--- src/rtl/r16_pkg.sv ---
// Shared constants and types for the radix-16 butterfly reduction pipeline.
package r16_pkg;

  localparam int R16_P_WIDTH = 64;

  // Partially reduced value: word plus carry bit.
  typedef logic [R16_P_WIDTH:0]          r16_ext_t;
  // Difference wide enough to hold a borrow as its sign bit.
  typedef logic signed [R16_P_WIDTH+1:0] r16_diff_t;

endpackage

--- src/rtl/r16_cond_sub.sv ---
// Conditional subtraction: y = x - n when that is nonnegative, otherwise x.
module r16_cond_sub #(
  parameter int W = 64
) (
  input  logic [W:0]   x_i,
  input  logic [W-1:0] n_i,
  output logic [W:0]   y_o,
  output logic         nonneg_o
);

  logic [W+1:0] diff;

  always_comb begin
    diff     = {1'b0, x_i} - {2'b00, n_i};
    nonneg_o = ~diff[W+1];
    y_o      = nonneg_o ? diff[W:0] : x_i;
  end

endmodule

--- src/rtl/r16_mod_correct_stage.sv ---
// Two-stage pipelined modular correction with valid/ready back-pressure.
// Optional sticky overflow flag via `define R16_MODCORR_OVF_EN.
module r16_mod_correct_stage
  import r16_pkg::*;
#(
  parameter int                 P_WIDTH = R16_P_WIDTH,
  parameter logic [P_WIDTH-1:0] P_ZERO  = '0
) (
  input  logic               clk,
  input  logic               rst_n,
  input  logic               in_valid,
  output logic               in_ready,
  input  logic [P_WIDTH-1:0] A0_in,
  input  logic               Ac_in,
  input  logic [P_WIDTH-1:0] N_in,
  input  logic [P_WIDTH-1:0] D_in,
  output logic               out_valid,
  input  logic               out_ready,
  output logic [P_WIDTH-1:0] R_out,
  output logic [P_WIDTH-1:0] N_out,
  output logic [P_WIDTH-1:0] D_out
`ifdef R16_MODCORR_OVF_EN
  ,
  output logic               ovf_out
`endif
);

  logic               v1_q, v1_d, v2_q, v2_d;
  logic [P_WIDTH:0]   x1_q, x1_d;
  logic [P_WIDTH-1:0] n1_q, n1_d, d1_q, d1_d;
  logic [P_WIDTH-1:0] r2_q, r2_d, n2_q, n2_d, d2_q, d2_d;
  logic               en1, en2;

  logic [P_WIDTH:0]   sub1_y, sub2_y;
  logic               sub1_nonneg, sub2_nonneg;

  r16_cond_sub #(.W(P_WIDTH)) u_sub1 (
    .x_i      ({Ac_in, A0_in}),
    .n_i      (N_in),
    .y_o      (sub1_y),
    .nonneg_o (sub1_nonneg)
  );

  r16_cond_sub #(.W(P_WIDTH)) u_sub2 (
    .x_i      (x1_q),
    .n_i      (n1_q),
    .y_o      (sub2_y),
    .nonneg_o (sub2_nonneg)
  );

  // NOTE: every signal assigned here gets its hold value first, so no path
  // through this block can infer a latch.
  always_comb begin
    en2  = ~v2_q | out_ready;
    en1  = ~v1_q | en2;

    v1_d = v1_q;
    x1_d = x1_q;
    n1_d = n1_q;
    d1_d = d1_q;
    v2_d = v2_q;
    r2_d = r2_q;
    n2_d = n2_q;
    d2_d = d2_q;

    if (en1) begin
      v1_d = in_valid;
      x1_d = sub1_y;
      n1_d = N_in;
      d1_d = D_in;
    end
    // Stage 2 keeps only the low word; a set carry here means X was >= 3N.
    if (en2) begin
      v2_d = v1_q;
      r2_d = sub2_y[P_WIDTH-1:0];
      n2_d = n1_q;
      d2_d = d1_q;
    end
  end

  // NOTE: state registers use non-blocking assignments so every flop samples
  // the pre-edge value of the others regardless of statement order.
  always_ff @(posedge clk or negedge rst_n) begin
    if (!rst_n) begin
      v1_q <= 1'b0;
      x1_q <= {1'b0, P_ZERO};
      n1_q <= P_ZERO;
      d1_q <= P_ZERO;
      v2_q <= 1'b0;
      r2_q <= P_ZERO;
      n2_q <= P_ZERO;
      d2_q <= P_ZERO;
    end else begin
      v1_q <= v1_d;
      x1_q <= x1_d;
      n1_q <= n1_d;
      d1_q <= d1_d;
      v2_q <= v2_d;
      r2_q <= r2_d;
      n2_q <= n2_d;
      d2_q <= d2_d;
    end
  end

  assign in_ready  = en1;
  assign out_valid = v2_q;
  assign R_out     = r2_q;
  assign N_out     = n2_q;
  assign D_out     = d2_q;

`ifdef R16_MODCORR_OVF_EN
  logic ovf_q, ovf_d, ovf_hit;

  // A second subtraction that still leaves a value >= N means X >= 3N.
  always_comb begin
    ovf_hit = sub2_nonneg & (sub2_y >= {1'b0, n1_q});
    ovf_d   = ovf_q | (en2 & v1_q & ovf_hit);
  end

  always_ff @(posedge clk or negedge rst_n) begin
    if (!rst_n) ovf_q <= 1'b0;
    else        ovf_q <= ovf_d;
  end

  assign ovf_out = ovf_q;
`else
  logic unused_sub2;
  assign unused_sub2 = ^{sub2_y[P_WIDTH], sub2_nonneg};
`endif

endmodule

--- config.mk ---
export PLATFORM = sky130hd
export DESIGN_NAME = r16_mod_correct_stage
export DESIGN_NICKNAME = d
export VERILOG_FILES = /design/src/rtl/r16_pkg.sv /design/src/rtl/r16_cond_sub.sv /design/src/rtl/r16_mod_correct_stage.sv
export SDC_FILE = /design/constraint.sdc
export NUM_CORES = 1
export LEC_CHECK = 0
export ABC_AREA = 0
export ABC_CLOCK_PERIOD_IN_PS = 8400
export BUFFER_PORTS_ARGS = -buffer_cell sky130_fd_sc_hd__clkbuf_2
export CORE_ASPECT_RATIO = 0.75
export CORE_MARGIN = 2
export CORE_UTILIZATION = 50
export DETAILED_ROUTE_END_ITERATION = 6
export GPL_TIMING_DRIVEN = 0
export PLACE_DENSITY = 0.77
export SYNTH_ARGS = -nofsm -noshare
export SYNTH_HDL_FRONTEND = slang
export SYNTH_SLANG_ARGS = --single-unit
--- constraint.sdc ---
create_clock -name clk -period 8.4 [get_ports clk]
set_input_delay 1.26 -clock clk [delete_from_list [all_inputs] [get_ports clk]]
set_output_delay 1.26 -clock clk [all_outputs]
set_load 0.03 [all_outputs]
==> run summary <==
Global route overflow: 0
Hold Violations, Final: 0
Worst Hold Class: input pin to asynchronous set/reset pin
Critical Path Source Type: input pin
Residual DRC: 0
EDFF count, synth: 0
DR vias: 22400
Yosys warnings: 0
RSZ-0062 raised after global routing: no
Tcrit/Tclk final: 0.600
CP max FO: 10
Vias in the first global route: 20600
Final net count: 3618
Avg Cell Area, Syn: 8.06 um2
Layout cells sized above 1: 0.156
Row count: 68
Count leader, synth: nand2_1
Die width: 252 um
Final Max Tran Viols: 0
# fillers: 4228
Worst-Skew Late Latency: 0.60 ns
Power Dens Cells: 280 mW/mm2
Standby leakage power: 13.6 nW
Post-Route WL: 79.3 mm
# hold bufs at CTS: 0
Place WS: 3.01 ns
Placer Congestion: 1.00
Worst EP required: 7.14 ns
Commonest cells post-synth: 739 x nand2_1, 387 x dfrtp_1, 269 x o21ai_0, 233 x a21oi_1, 200 x nor2_1
Global-route wire length before repair: 120 mm
CTS root buffer: clkbuf_16
CTS tree: done
Post-CTS sizing: 0
Buffer count from post-CTS setup fixing: 0
Top cell type's share of synthesized area: 0.421
Clock Sink Count: 387
Largest net degree at the start of global routing: 114
Post-Synthesis Cells: 2855
VDD IR-drop max: 0.000148 V
Initial Utilization: 0.503
Clock slew at reported path FFs: 0.06 ns
Max cap viols: 0
Layout area overhead: 18.5%
CTS buffer count: 40
Post-DRT Antenna Nets: 0
Die Area: 0.0478 mm2
Reg2reg setup slack: 3.71 ns
Library cells used by synthesis: 82
Least-Margin Pin Slew: 1.26 ns
Setup ws final: 3.36 ns
Main flop type after synthesis: dfrtp_1
Vias per cell: 5.70
WS Path Type: input pin to output pin
Final setup violation count: 0
Status: finished, final reports clean
Core area: 0.0457 mm2
Largest area contributor in the netlist: dfrtp_1
IO Port Bufs: 390
Io pins: 391
Final total negative setup slack: 0 ns
#FFs+latches synth: 387
Worst Setup End Kind: output pin
Max frequency: 0.198 GHz
Drt wl/cell: 20.2 um
Async SR Flop Fraction: 1.00
Initial antenna violation count: 9
Total GRT Usage: 0.329
Fin crit period: 5.04 ns
Starting DRT DRC Count: 2182
CTS max path bufs: 3
Overall die height: 190 um
Worst endpoint data arrival time: 3.78 ns
First-pass detailed-route iteration total: 6
Final Skew: 0.0250 ns
HPWL Detailed: 61.5 mm
Cell area after synthesis: 0.0230 mm2
H-tree Lvls: 2
Sequential element share of the synthesized area: 0.421
Post-synthesis net count: 3182
Worst slew margin: 0.163
Synth top area cells: dfrtp_1 42%, nand2_1 12%, ha_1 7.0%
==> power by group <==
part | internal [W] | total (W) | leakage [nW] | switching [W]
Combinational | 0.00105 | 0.00319 | 8.36 | 0.00213
Sequential | 0.00224 | 0.00250 | 4.57 | 0.000255
Clock | 0.00112 | 0.00195 | 0.679 | 0.000828
Total | 0.00442 | 0.00763 | 13.6 | 0.00321
==> layout make-up <==
cell class	count	area, um2	share of cell area
Timing Repair Buffer	394	2070	0.0760
Inverter	154	578	0.0212
Clock buffer	53	1100	0.0404
Tap cell	595	744	0.0273
Sequential cell	387	9680	0.355
Buffer	160	653	0.0240
Clock inverter	21	313	0.0115
Antenna cell	8	20.0	0.000735
Multi-Input combinational cell	2154	12100	0.444
==> worst max-delay path: stages <==
cell and delay (ns):
clkbuf_2 0.09, nor2b_1 0.04, clkbuf_1 0.28, and2_1 0.29, inv_2 0.19, clkbuf_1 0.65, clkbuf_1 0.64, clkbuf_2 0.33
==> metal layers <==
layer	up-vias	global-route usage	wire (um)
met5	-	0	47
met1	10600	0.489	35900
met2	1036	0.464	32200
met4	6	0.110	2760
li1	10600	-	-
met3	158	0.0837	8320
==> sequential cells by signal (all words and copies together), names as in the netlist <==
signal     cells
n1_q          64
out_valid      1
D_out         64
N_out         64
d1_q          64
v1_q           1
R_out         64
x1_q          65
==> metrics by stage <==
| stage | utilization | cell area [um2] | cells | total power, W | hold WS [ns] |
|---|---|---|---|---|---|
| 2_1_floorplan | - | 23000 | 2855 | 0.00464 | 0.425 |
| 3_3_place_gp | 0.562 | 25700 | 3840 | 0.00559 | 0.448 |
| 3_5_place_dp | 0.565 | 25800 | 3844 | 0.00564 | 0.455 |
| 4_1_cts | 0.596 | 27200 | 3918 | 0.00759 | 0.451 |
| 5_1_grt | 0.596 | 27200 | 3921 | 0.00804 | 0.452 |
| 6_report | 0.596 | 27200 | 3926 | 0.00763 | 0.467 |
==> cells in the final DEF, fill, tap and decap left out, types with 17 or more instances in the layout <==
cell type	instances
dfrtp_1	387
nand2_1	739
mux2i_1	24
nor2_1	200
o21ai_0	269
a31oi_1	39
nor3_1	18
o21a_1	17
clkbuf_16	40
clkbuf_1	136
a21o_1	75
a21oi_1	233
nand3_1	29
ha_1	128
xnor2_1	69
o21ai_1	25
nand4_1	29
xor2_1	37
o21bai_1	17
clkbuf_2	391
inv_1	153
==> final timing paths <==
check,end,from,cells past startpoint
worst max register to register,R_out[58],n1_q[0],14
worst min register to register,D_out[16],D_out[16],2
worst max-delay path,in_ready,out_ready,8
max in group asynchronous,n1_q[39],rst_n,4
worst min-delay path,D_out[43],rst_n,1
min in group clk,D_out[16],D_out[16],2
==> logic make-up (layout without fill, tap and decap cells) <==
group,Yosys count,after routing,synth area share
other,0,8,0
AOI/OAI and AO/OA,786,786,0.204
buffers and inverters,314,782,0.0535
xor gates and xnor gates,106,106,0.0404
and+or+nand+nor,1107,1107,0.198
adders and majority gates,130,130,0.0714
DFF,387,387,0.421
muxes,25,25,0.0109
Power figures use the tool's default switching activity.
